===== src/rtl/ascon_pkg.sv =====
// Shared types and constants for the Ascon permutation core.
//   state_t    : five 64-bit words x0..x4; x0 sits in the MSBs when packed.
//   ROT0..ROT4 : rotation pairs of the linear layer, one pair per word.
//   MAX_ROUNDS : upper clamp for a requested round count.
//   fsm_e      : sequencer states of ascon_permutation.
package ascon_pkg;

    localparam int unsigned MAX_ROUNDS = 12;

    // Element 0 is the leftmost (most significant) word, so the packed
    // form is exactly {x0,x1,x2,x3,x4}.
    typedef logic [0:4][63:0] state_t;

    typedef logic [0:1][5:0] rot_pair_t;

    localparam rot_pair_t ROT0 = {6'd19, 6'd28};
    localparam rot_pair_t ROT1 = {6'd61, 6'd39};
    localparam rot_pair_t ROT2 = {6'd1,  6'd6};
    localparam rot_pair_t ROT3 = {6'd10, 6'd17};
    localparam rot_pair_t ROT4 = {6'd7,  6'd41};

    localparam logic [0:4][0:1][5:0] ROT = {ROT0, ROT1, ROT2, ROT3, ROT4};

    typedef enum logic [1:0] {
        IDLE = 2'd0,
        RUN  = 2'd1,
        DONE = 2'd2
    } fsm_e;

    function automatic logic [319:0] pack_state(input state_t s);
        return s;
    endfunction

    function automatic state_t unpack_state(input logic [319:0] v);
        return state_t'(v);
    endfunction

    function automatic logic [63:0] ror64(input logic [63:0] x, input logic [5:0] n);
        return (x >> n) | (x << (7'd64 - {1'b0, n}));
    endfunction

endpackage


===== src/rtl/ascon_const_add.sv =====
// Constant-addition stage: XORs the round constant selected by rnd_i into
// the low byte of x2.
//   rnd_i    : 4-bit round index (0..15, 16-round schedule)
//   x2_lo_i  : low byte of x2 before the constant
//   x2_lo_o  : low byte of x2 after the constant
module ascon_const_add (
    input  logic [3:0] rnd_i,
    input  logic [7:0] x2_lo_i,
    output logic [7:0] x2_lo_o
);

    logic [7:0] rc;

    always_comb begin
        rc = 8'h00;
        case (rnd_i)
            4'd0:  rc = 8'h3c;
            4'd1:  rc = 8'h2d;
            4'd2:  rc = 8'h1e;
            4'd3:  rc = 8'h0f;
            4'd4:  rc = 8'hf0;
            4'd5:  rc = 8'he1;
            4'd6:  rc = 8'hd2;
            4'd7:  rc = 8'hc3;
            4'd8:  rc = 8'hb4;
            4'd9:  rc = 8'ha5;
            4'd10: rc = 8'h96;
            4'd11: rc = 8'h87;
            4'd12: rc = 8'h78;
            4'd13: rc = 8'h69;
            4'd14: rc = 8'h5a;
            4'd15: rc = 8'h4b;
            default: rc = 8'h00;
        endcase
        x2_lo_o = x2_lo_i ^ rc;
    end

endmodule


===== src/rtl/ascon_round.sv =====
// One combinational Ascon round: constant addition, S-box layer, linear layer.
//   state_i : state before the round
//   rnd_i   : round index selecting the constant
//   state_o : state after the round
module ascon_round
    import ascon_pkg::*;
(
    input  state_t     state_i,
    input  logic [3:0] rnd_i,
    output state_t     state_o
);

    logic [7:0]  x2_lo_c;
    logic [63:0] a0, a1, a2, a3, a4;
    logic [63:0] t0, t1, t2, t3, t4;
    state_t      s_sbox;

    ascon_const_add u_const_add (
        .rnd_i   (rnd_i),
        .x2_lo_i (state_i[2][7:0]),
        .x2_lo_o (x2_lo_c)
    );

    // Bit-sliced 5-bit S-box: every bit position of the five words is one
    // S-box column, x0 being the index MSB.
    always_comb begin
        a0 = state_i[0];
        a1 = state_i[1];
        a2 = {state_i[2][63:8], x2_lo_c};
        a3 = state_i[3];
        a4 = state_i[4];

        a0 = a0 ^ a4;
        a4 = a4 ^ a3;
        a2 = a2 ^ a1;

        t0 = ~a0 & a1;
        t1 = ~a1 & a2;
        t2 = ~a2 & a3;
        t3 = ~a3 & a4;
        t4 = ~a4 & a0;

        a0 = a0 ^ t1;
        a1 = a1 ^ t2;
        a2 = a2 ^ t3;
        a3 = a3 ^ t4;
        a4 = a4 ^ t0;

        a1 = a1 ^ a0;
        a0 = a0 ^ a4;
        a3 = a3 ^ a2;
        a2 = ~a2;

        s_sbox = {a0, a1, a2, a3, a4};
    end

    always_comb begin
        state_o = '0;
        for (int i = 0; i < 5; i++) begin
            state_o[i] = s_sbox[i] ^ ror64(s_sbox[i], ROT[i][0])
                                   ^ ror64(s_sbox[i], ROT[i][1]);
        end
    end

endmodule


===== src/rtl/ascon_permutation.sv =====
// Iterative Ascon permutation p^N, one round per clock on a registered
// 320-bit state.
//   clk, rst_n  : clock, synchronous active-low reset
//   start_i     : request; accepted only while ready_o=1
//   nrounds_i   : round count, clamped to MAX_ROUNDS, sampled with start_i
//   state_i     : input state {x0..x4}
//   state_o     : register contents; result valid while done_o=1 and held
//                 until the next accept
//   ready_o     : IDLE or DONE
//   busy_o      : RUN
//   done_o      : one cycle in DONE after each permutation
//
// state | meaning
// ------+---------------------------------------------------------------
// IDLE  | waiting for start_i
// RUN   | applying round rnd_q each edge; rnd_q==15 is the last round
// DONE  | result on state_o; start_i here launches the next permutation
module ascon_permutation
    import ascon_pkg::*;
(
    input  logic         clk,
    input  logic         rst_n,
    input  logic         start_i,
    input  logic [3:0]   nrounds_i,
    input  logic [319:0] state_i,
    output logic [319:0] state_o,
    output logic         ready_o,
    output logic         busy_o,
    output logic         done_o
);

    fsm_e       fsm_q, fsm_d;
    logic [3:0] rnd_q, rnd_d;
    state_t     state_q, state_d;
    state_t     round_out;
    logic [3:0] n_clamped;

    ascon_round u_round (
        .state_i (state_q),
        .rnd_i   (rnd_q),
        .state_o (round_out)
    );

    always_comb begin
        fsm_d   = fsm_q;
        rnd_d   = rnd_q;
        state_d = state_q;

        n_clamped = (nrounds_i > 4'(MAX_ROUNDS)) ? 4'(MAX_ROUNDS) : nrounds_i;

        case (fsm_q)
            IDLE, DONE: begin
                if (start_i) begin
                    state_d = unpack_state(state_i);
                    // 16-N modulo 16, so the last round always lands on rnd 15.
                    rnd_d   = 4'd0 - n_clamped;
                    fsm_d   = (n_clamped == 4'd0) ? DONE : RUN;
                end else begin
                    fsm_d = IDLE;
                end
            end
            RUN: begin
                state_d = round_out;
                rnd_d   = rnd_q + 4'd1;
                if (rnd_q == 4'd15) begin
                    fsm_d = DONE;
                end
            end
            default: fsm_d = IDLE;
        endcase
    end

    always_ff @(posedge clk) begin
        if (!rst_n) begin
            fsm_q   <= IDLE;
            rnd_q   <= 4'd0;
            state_q <= '0;
        end else begin
            fsm_q   <= fsm_d;
            rnd_q   <= rnd_d;
            state_q <= state_d;
        end
    end

    assign state_o = pack_state(state_q);
    assign ready_o = (fsm_q == IDLE) || (fsm_q == DONE);
    assign busy_o  = (fsm_q == RUN);
    assign done_o  = (fsm_q == DONE);

endmodule


===== config.mk =====
export PLATFORM = sky130hd
export DESIGN_NAME = ascon_permutation
export DESIGN_NICKNAME = d
export VERILOG_FILES = /design/src/rtl/ascon_pkg.sv /design/src/rtl/ascon_const_add.sv /design/src/rtl/ascon_round.sv /design/src/rtl/ascon_permutation.sv
export SDC_FILE = /design/constraint.sdc
export NUM_CORES = 2
export LEC_CHECK = 0
export CORE_AREA = 2 2 253 255
export DETAILED_ROUTE_END_ITERATION = 8
export DIE_AREA = 0 0 255 257
export PLACE_DENSITY = 0.75
export SLEW_MARGIN = 40
export SYNTH_ARGS = -nofsm -noshare
export SYNTH_HDL_FRONTEND = slang
export SYNTH_SLANG_ARGS = --single-unit

===== constraint.sdc =====
create_clock -name clk -period 2.5 [get_ports clk]
set_input_delay 0.375 -clock clk [delete_from_list [all_inputs] [get_ports clk]]
set_output_delay 0.375 -clock clk [all_outputs]
set_load 0.02 [all_outputs]

== Word level (Yosys, flattened, before mapping) ==
Memory sizes are Yosys's and may differ from the RTL's. A register that Yosys moved wholly into a read port is not among the register bits.
Index checks and enable logic that the tools add are counted.

* $add $sub $neg: 2
* Order comparisons: 1
* Equal/unequal tests: 5
* Mux-type cells: 11
* Bitwise logic cells: 43
* Reductions and logical operators: 6

{| class="wikitable"
|+ Operators with widths
! kind !! count
|-
| $xor 64x64->64 || 21
|-
| $pmux 320 s2 || 1
|-
| $not 64->64 || 6
|-
| $and 64x64->64 || 5
|-
| $mux 320 || 1
|-
| $or 23x64->64 || 1
|-
| $or 25x64->64 || 1
|-
| $or 3x64->64 || 1
|-
| $or 36x64->64 || 1
|-
| $or 45x64->64 || 1
|-
| $or 47x64->64 || 1
|-
| $or 54x64->64 || 1
|-
| $or 57x64->64 || 1
|-
| $or 58x64->64 || 1
|-
| $or 63x64->64 || 1
|-
| $mux 4 || 4
|-
| $pmux 4 s2 || 1
|-
| $xor 8x8->8 || 1
|-
| $mux 2 || 3
|-
| $add 4x1->4 const B || 1
|-
| $eq 4x4->1 const B || 1
|-
| $gt 4x4->1 const B || 1
|-
| $logic_not 4->1 || 1
|-
| $pmux 2 s2 || 1
|-
| other kinds (10) || 10
|}

* Bits in registers: 326
* Bits in read-only memories: 128
* Bits of input ports: 327
* Output and inout bits: 323
* Logic and storage cells: 76
* Memories: 1

{| class="wikitable"
|+ Memory list
! memory !! words !! width !! rd ports !! clocked after memory_dff !! wr ports !! RTL line !! text
|-
| (name not given) || 16 || 8 || 1 || 1 || 0 || ascon_const_add.sv:16 || <nowiki>case (rnd_i)</nowiki>
|}

== Depth between registers and ports, before layout ==
* Depth after elaboration: 10
* Gate-level depth with buffers: 9
* Mapped depth without buffers: 7

== Modules after synthesis ==
A second synthesis with hierarchy kept.

* Cell total of the unflattened synthesis: 3432
* Area total of the unflattened synthesis: 31293.8 µm²

{| class="wikitable"
|+ By module, submodules not included
! module !! times used !! cells an instance !! area each (µm²) !! sequential area each (µm²)
|-
| ascon_round || 1 || 1596 || 16329.4 || 0.0
|-
| ascon_permutation || 1 || 1828 || 14865.5 || 6526.3
|-
| ascon_const_add || 1 || 8 || 98.8 || 0.0
|}

== Worst setup path before layout ==
No wires, ideal clock.

* Kind: register to register
* Start point: reg state_q (netlist bit state_o[252])
* End point: reg state_q (netlist bit state_o[124])
* Setup time: 122 ps
* Arrival time: 2067 ps
* Data required time: 2378 ps
* Path slack: 311 ps
* Cell stages (with the launch flop): 8
* Buffers on the path: 0
* Period minus slack after synthesis: 2189 ps
* Cells stage by stage: dfxtp_1 -> inv_1 -> ha_1 -> xnor2_1 -> xnor2_2 -> xnor2_1 -> and2_1 -> o311a_1

* Longest elaborated chain between the ends: 6

{| class="wikitable"
|+ Ends and longest elaborated chain
! element !! RTL line !! text
|-
| start, declared || ascon_permutation.sv:34 || <nowiki>state_t state_q, state_d;</nowiki>
|-
| start signal, assigned || ascon_permutation.sv:81 || <nowiki>state_q <= state_d;</nowiki>
|-
| $xor 64x64->64 || ascon_round.sv:35 || <nowiki>a2 = a2 ^ a1;</nowiki>
|-
| $xor 64x64->64 || ascon_round.sv:45 || <nowiki>a2 = a2 ^ t3;</nowiki>
|-
| $xor 64x64->64 || ascon_round.sv:51 || <nowiki>a3 = a3 ^ a2;</nowiki>
|-
| $xor 64x64->64 || ascon_round.sv:60 || <nowiki>state_o[i] = s_sbox[i] ^ ror64(s_sbox[i], ROT[i][0])</nowiki>
|-
| $xor 64x64->64 || ascon_round.sv:61 || <nowiki>^ ror64(s_sbox[i], ROT[i][1]);</nowiki>
|-
| $pmux 320 s2 || ascon_permutation.sv:51 || <nowiki>case (fsm_q)</nowiki>
|}

No other way between the ends.
A chain may end at the register's enable or synchronous reset.

== Worst setup path in the final report ==
* Start point: reg state_q (netlist bit state_o[221])
* End point: reg state_q (netlist bit state_o[224])

* Longest elaborated chain between the ends: 9
* Elaborated cells on any way between the ends: 12
* Classes of those cells: 1 x mux; 11 x bitwise

{| class="wikitable"
|+ Ends and longest elaborated chain
! element !! RTL line !! text
|-
| $xor 64x64->64 || ascon_round.sv:35 ||
|-
| $not 64->64 || ascon_round.sv:39 || <nowiki>t2 = ~a2 & a3;</nowiki>
|-
| $and 64x64->64 || ascon_round.sv:39 ||
|-
| $xor 64x64->64 || ascon_round.sv:44 || <nowiki>a1 = a1 ^ t2;</nowiki>
|-
| $xor 64x64->64 * || ascon_round.sv:49 || <nowiki>a1 = a1 ^ a0;</nowiki>
|-
| $or 3x64->64 * || ascon_pkg.sv:39 || <nowiki>return (x >> n) | (x << (7'd64 - {1'b0, n}));</nowiki>
|-
| $xor 64x64->64 * || ascon_round.sv:60 ||
|-
| $xor 64x64->64 * || ascon_round.sv:61 ||
|-
| $pmux 320 s2 * || ascon_permutation.sv:51 ||
|}

Mark *: on every way between the ends. The rest lies on a longest branch, timed or not.

==> impl_metrics.toml <==
[status]
status = "finished, final reports clean"

[global_routing]
grt_pass1_vias = 30000
grt_antenna_before_repair = 6
grt_max_degree = 123
grt_pass1_wl_um = 218000
overflow = 0
grt_usage_pct = 46.8

[clock_tree]
cts_root_buffer = "clkbuf_16"
htree_levels = 2
cts_tree = "built"
postCtsSetupBuffers = 0
cts_sinks = 334
clock_path_buffers = 3
numCtsBuffers = 43
clk_latency_ns = 0.60
clk_pin_slew_ns = 0.06

[routing]
routed_wl_um = 158000
drt_iter0_markers = 3758
drtPass1Iterations = 5
vias = 31600
drc = 0
vias_per_cell = 5.76
antenna_left = 0
post_drt_wl_per_cell_um = 28.7

[sta]
hold_violations = 0
min_period_ns = 2.44
rsz0062_at_grt = "no"
setup_viol_count_final = 0
worst_pin_slew_ns = 0.835
drv_slew = 0
fin_skew_ns = 0.0197
max_freq_mhz = 410
period_share_pct = 97.6
hold_slack_ns = 0.112
max_slew_margin_pct = 44.0
setup_tns_ns = 0

[placed_design]
post_dp_cell_area_mm2 = 0.0403
dp_hpwl_um = 130000
port_buffers = 649
finalWeightedCongestion = 1.06

[critical_path]
arrival_ns = 2.93
end_kind = "flop"
critPathMaxFanout = 4
cp-start-kind = "flop"
crit_type = "reg -> reg"
worstRegToRegCells = 8
required_ns = 2.99

[final_layout]
layout.nets = 5074
area_delta_synth_final_pct = 42.6
final_util_pct = 66.6
multiInputGateArea_mm2 = 0.0211
regArea_mm2 = 0.00669
fillerInstances = 5421
drive_gt1_share_pct = 13.9
final_area_mm2 = 0.0418

[floorplan]
initial_core_util_pct = 46.7
io_pins = 650
dieArea_mm2 = 0.0655
core_area_mm2 = 0.0627
dieWidth_um = 255
fp-row-count = 92
die_h_um = 257

[synth]
yosysSeqAreaShare_pct = 22.8
synth-main-ff-cell = "dfxtp_1"
synth_cells = 3595
syn_area_mm2 = 0.0293
syn-num-nets = 4051
ys_seq_elements = 334
synth_edf_count = 0
synth_xor_area_share_pct = 34.4
synth-simple-area-share_pct = 14.7
syn_avg_cell_area_um2 = 8.15
ys_warn_count = 0
async_flop_share_pct = 0
synth_compound_area_share_pct = 13.6
synthAdderAreaFrac_pct = 7.57
ys_types = 42
synth_top_family_by_area = "XOR/XNOR gates"
synthMuxAreaShare_pct = 1.71

[job]
maxCapViolations = 0

[hold_path]
min_path_type = "in -> reg"
holdPathStages = 2
-- critical path: stages, from the launching register on --
cell and delay, ns:
dfxtp_1 0.40, inv_1 0.11, ha_1 0.23, xnor2_1 0.15, xnor2_1 0.61, nand2_1 0.18
mux2i_1 0.39, buf_4 0.21, nor2_1 0.05
-- cell type report --
| class | instances | share of cell area [%] |
|---|---|---|
| clock inverter | 14 | 0.369 |
| clock buffer | 60 | 3.00 |
| antenna | 1 | 0.00599 |
| multi-input combinational | 2856 | 50.5 |
| timing repair buffer | 1158 | 25.5 |
| inverter | 225 | 2.03 |
| tap | 846 | 2.54 |
| sequential | 334 | 16.0 |
-- registers in the layout (all words and copies together) (netlist names) --
register                flops
u_round.u_const_add.rc      8
fsm_q                       2
state_o                   320
rnd_q                       4
-- per-stage QoR --
step                setup WS [ns]  std cells
CTS                        0.0486       5493
global placement           0.0787       5419
detailed placement         0.0745       5419
finish                     0.0593       5494
floorplan                   0.311       3595
global route               0.0631       5493
-- per-layer routing --
layer | track usage [%] | part of all wire, % | vias to the layer above
met5 | 0 | 0.027 | -
met4 | 30.5 | 8.0 | 6
met3 | 8.97 | 11 | 467
met2 | 71.3 | 43 | 2020
met1 | 60.2 | 38 | 15200
li1 | - | - | 14000
-- cells in the final DEF, fill, tap and decap left out, drive strengths merged, types with 5 or more instances in the layout --
master / synthesis / layout
a211oi: 6 / 6
a21oi: 72 / 72
a22o: 39 / 39
and2: 11 / 11
and3: 37 / 37
and4b: 8 / 8
buf: 23 / 510
clkbuf: 157 / 60
clkdlybuf4s50: 0 / 647
clkinv: 0 / 9
dfxtp: 334 / 334
ha: 129 / 129
inv: 225 / 225
maj3: 60 / 60
mux2i: 50 / 50
nand2: 662 / 662
nand2b: 5 / 5
nand3: 131 / 131
nand4: 19 / 19
nor2: 95 / 95
nor2b: 11 / 11
nor3: 8 / 8
o2111a: 6 / 6
o211a: 143 / 143
o211ai: 180 / 180
o21ai: 43 / 43
o311a: 12 / 12
or3: 20 / 20
xnor2: 873 / 873
xor2: 226 / 226
-- worst paths after layout --
check | from | endpoint | slack, ns
setup reg to reg | state_o[221]$_SDFFE_PN0N_ | state_o[224]$_SDFFE_PN0N_ | 0.06
hold / removal | rst_n | u_round.u_const_add.rc[3]$_DFF_P_ | 0.11
setup / recovery | state_o[221]$_SDFFE_PN0N_ | state_o[224]$_SDFFE_PN0N_ | 0.06
hold reg to reg | rnd_q[3]$_SDFFE_PN0N_ | rnd_q[3]$_SDFFE_PN0N_ | 0.62
-- timing repair --
item                       in CTS  in global routing
hold buffers                    0                  0
setup endpoints to repair       1                  1
gates resized for setup         1                  2
-- cells by family (layout without fill, tap and decap cells) --
| logic type | Yosys count | in the layout |
|---|---|---|
| AOI/OAI and AO/OA | 507 | 507 |
| other | 0 | 1 |
| and+or+nand+nor | 1011 | 1011 |
| DFF | 334 | 334 |
| adders and majority gates | 189 | 189 |
| xor gates and xnor gates | 1099 | 1099 |
| buffers and inverters | 405 | 1457 |
| muxes | 50 | 50 |
-- cells in the mapped netlist (4+ instances only) --
master / number / area share, %
o21ai_0: 41 / 0.70
nor2_1: 95 / 1.2
and2_0: 8 / 0.17
mux2i_1: 50 / 1.7
nand4_1: 19 / 0.41
inv_1: 223 / 2.9
xnor2_1: 817 / 24
nand2b_1: 5 / 0.11
xnor2_2: 56 / 3.1
o211a_1: 143 / 4.9
clkbuf_1: 157 / 2.0
nor2b_1: 11 / 0.24
xor2_1: 222 / 6.6
o211ai_1: 180 / 4.6
buf_1: 13 / 0.17
a21oi_1: 72 / 1.2
xor2_2: 4 / 0.22
ha_1: 129 / 5.5
or3_1: 20 / 0.43
nor3_1: 8 / 0.14
o2111a_1: 6 / 0.23
maj3_1: 58 / 2.0
a22o_1: 39 / 1.2
o311a_1: 12 / 0.41
a211oi_1: 6 / 0.15
buf_2: 10 / 0.17
dfxtp_1: 334 / 23
and3_1: 37 / 0.79
nand3_1: 131 / 2.2
nand2_1: 662 / 8.5
and4b_1: 8 / 0.27
Power is not shown: default switching activity piles up to over one toggle a cycle in this logic, so the estimate is an artifact.
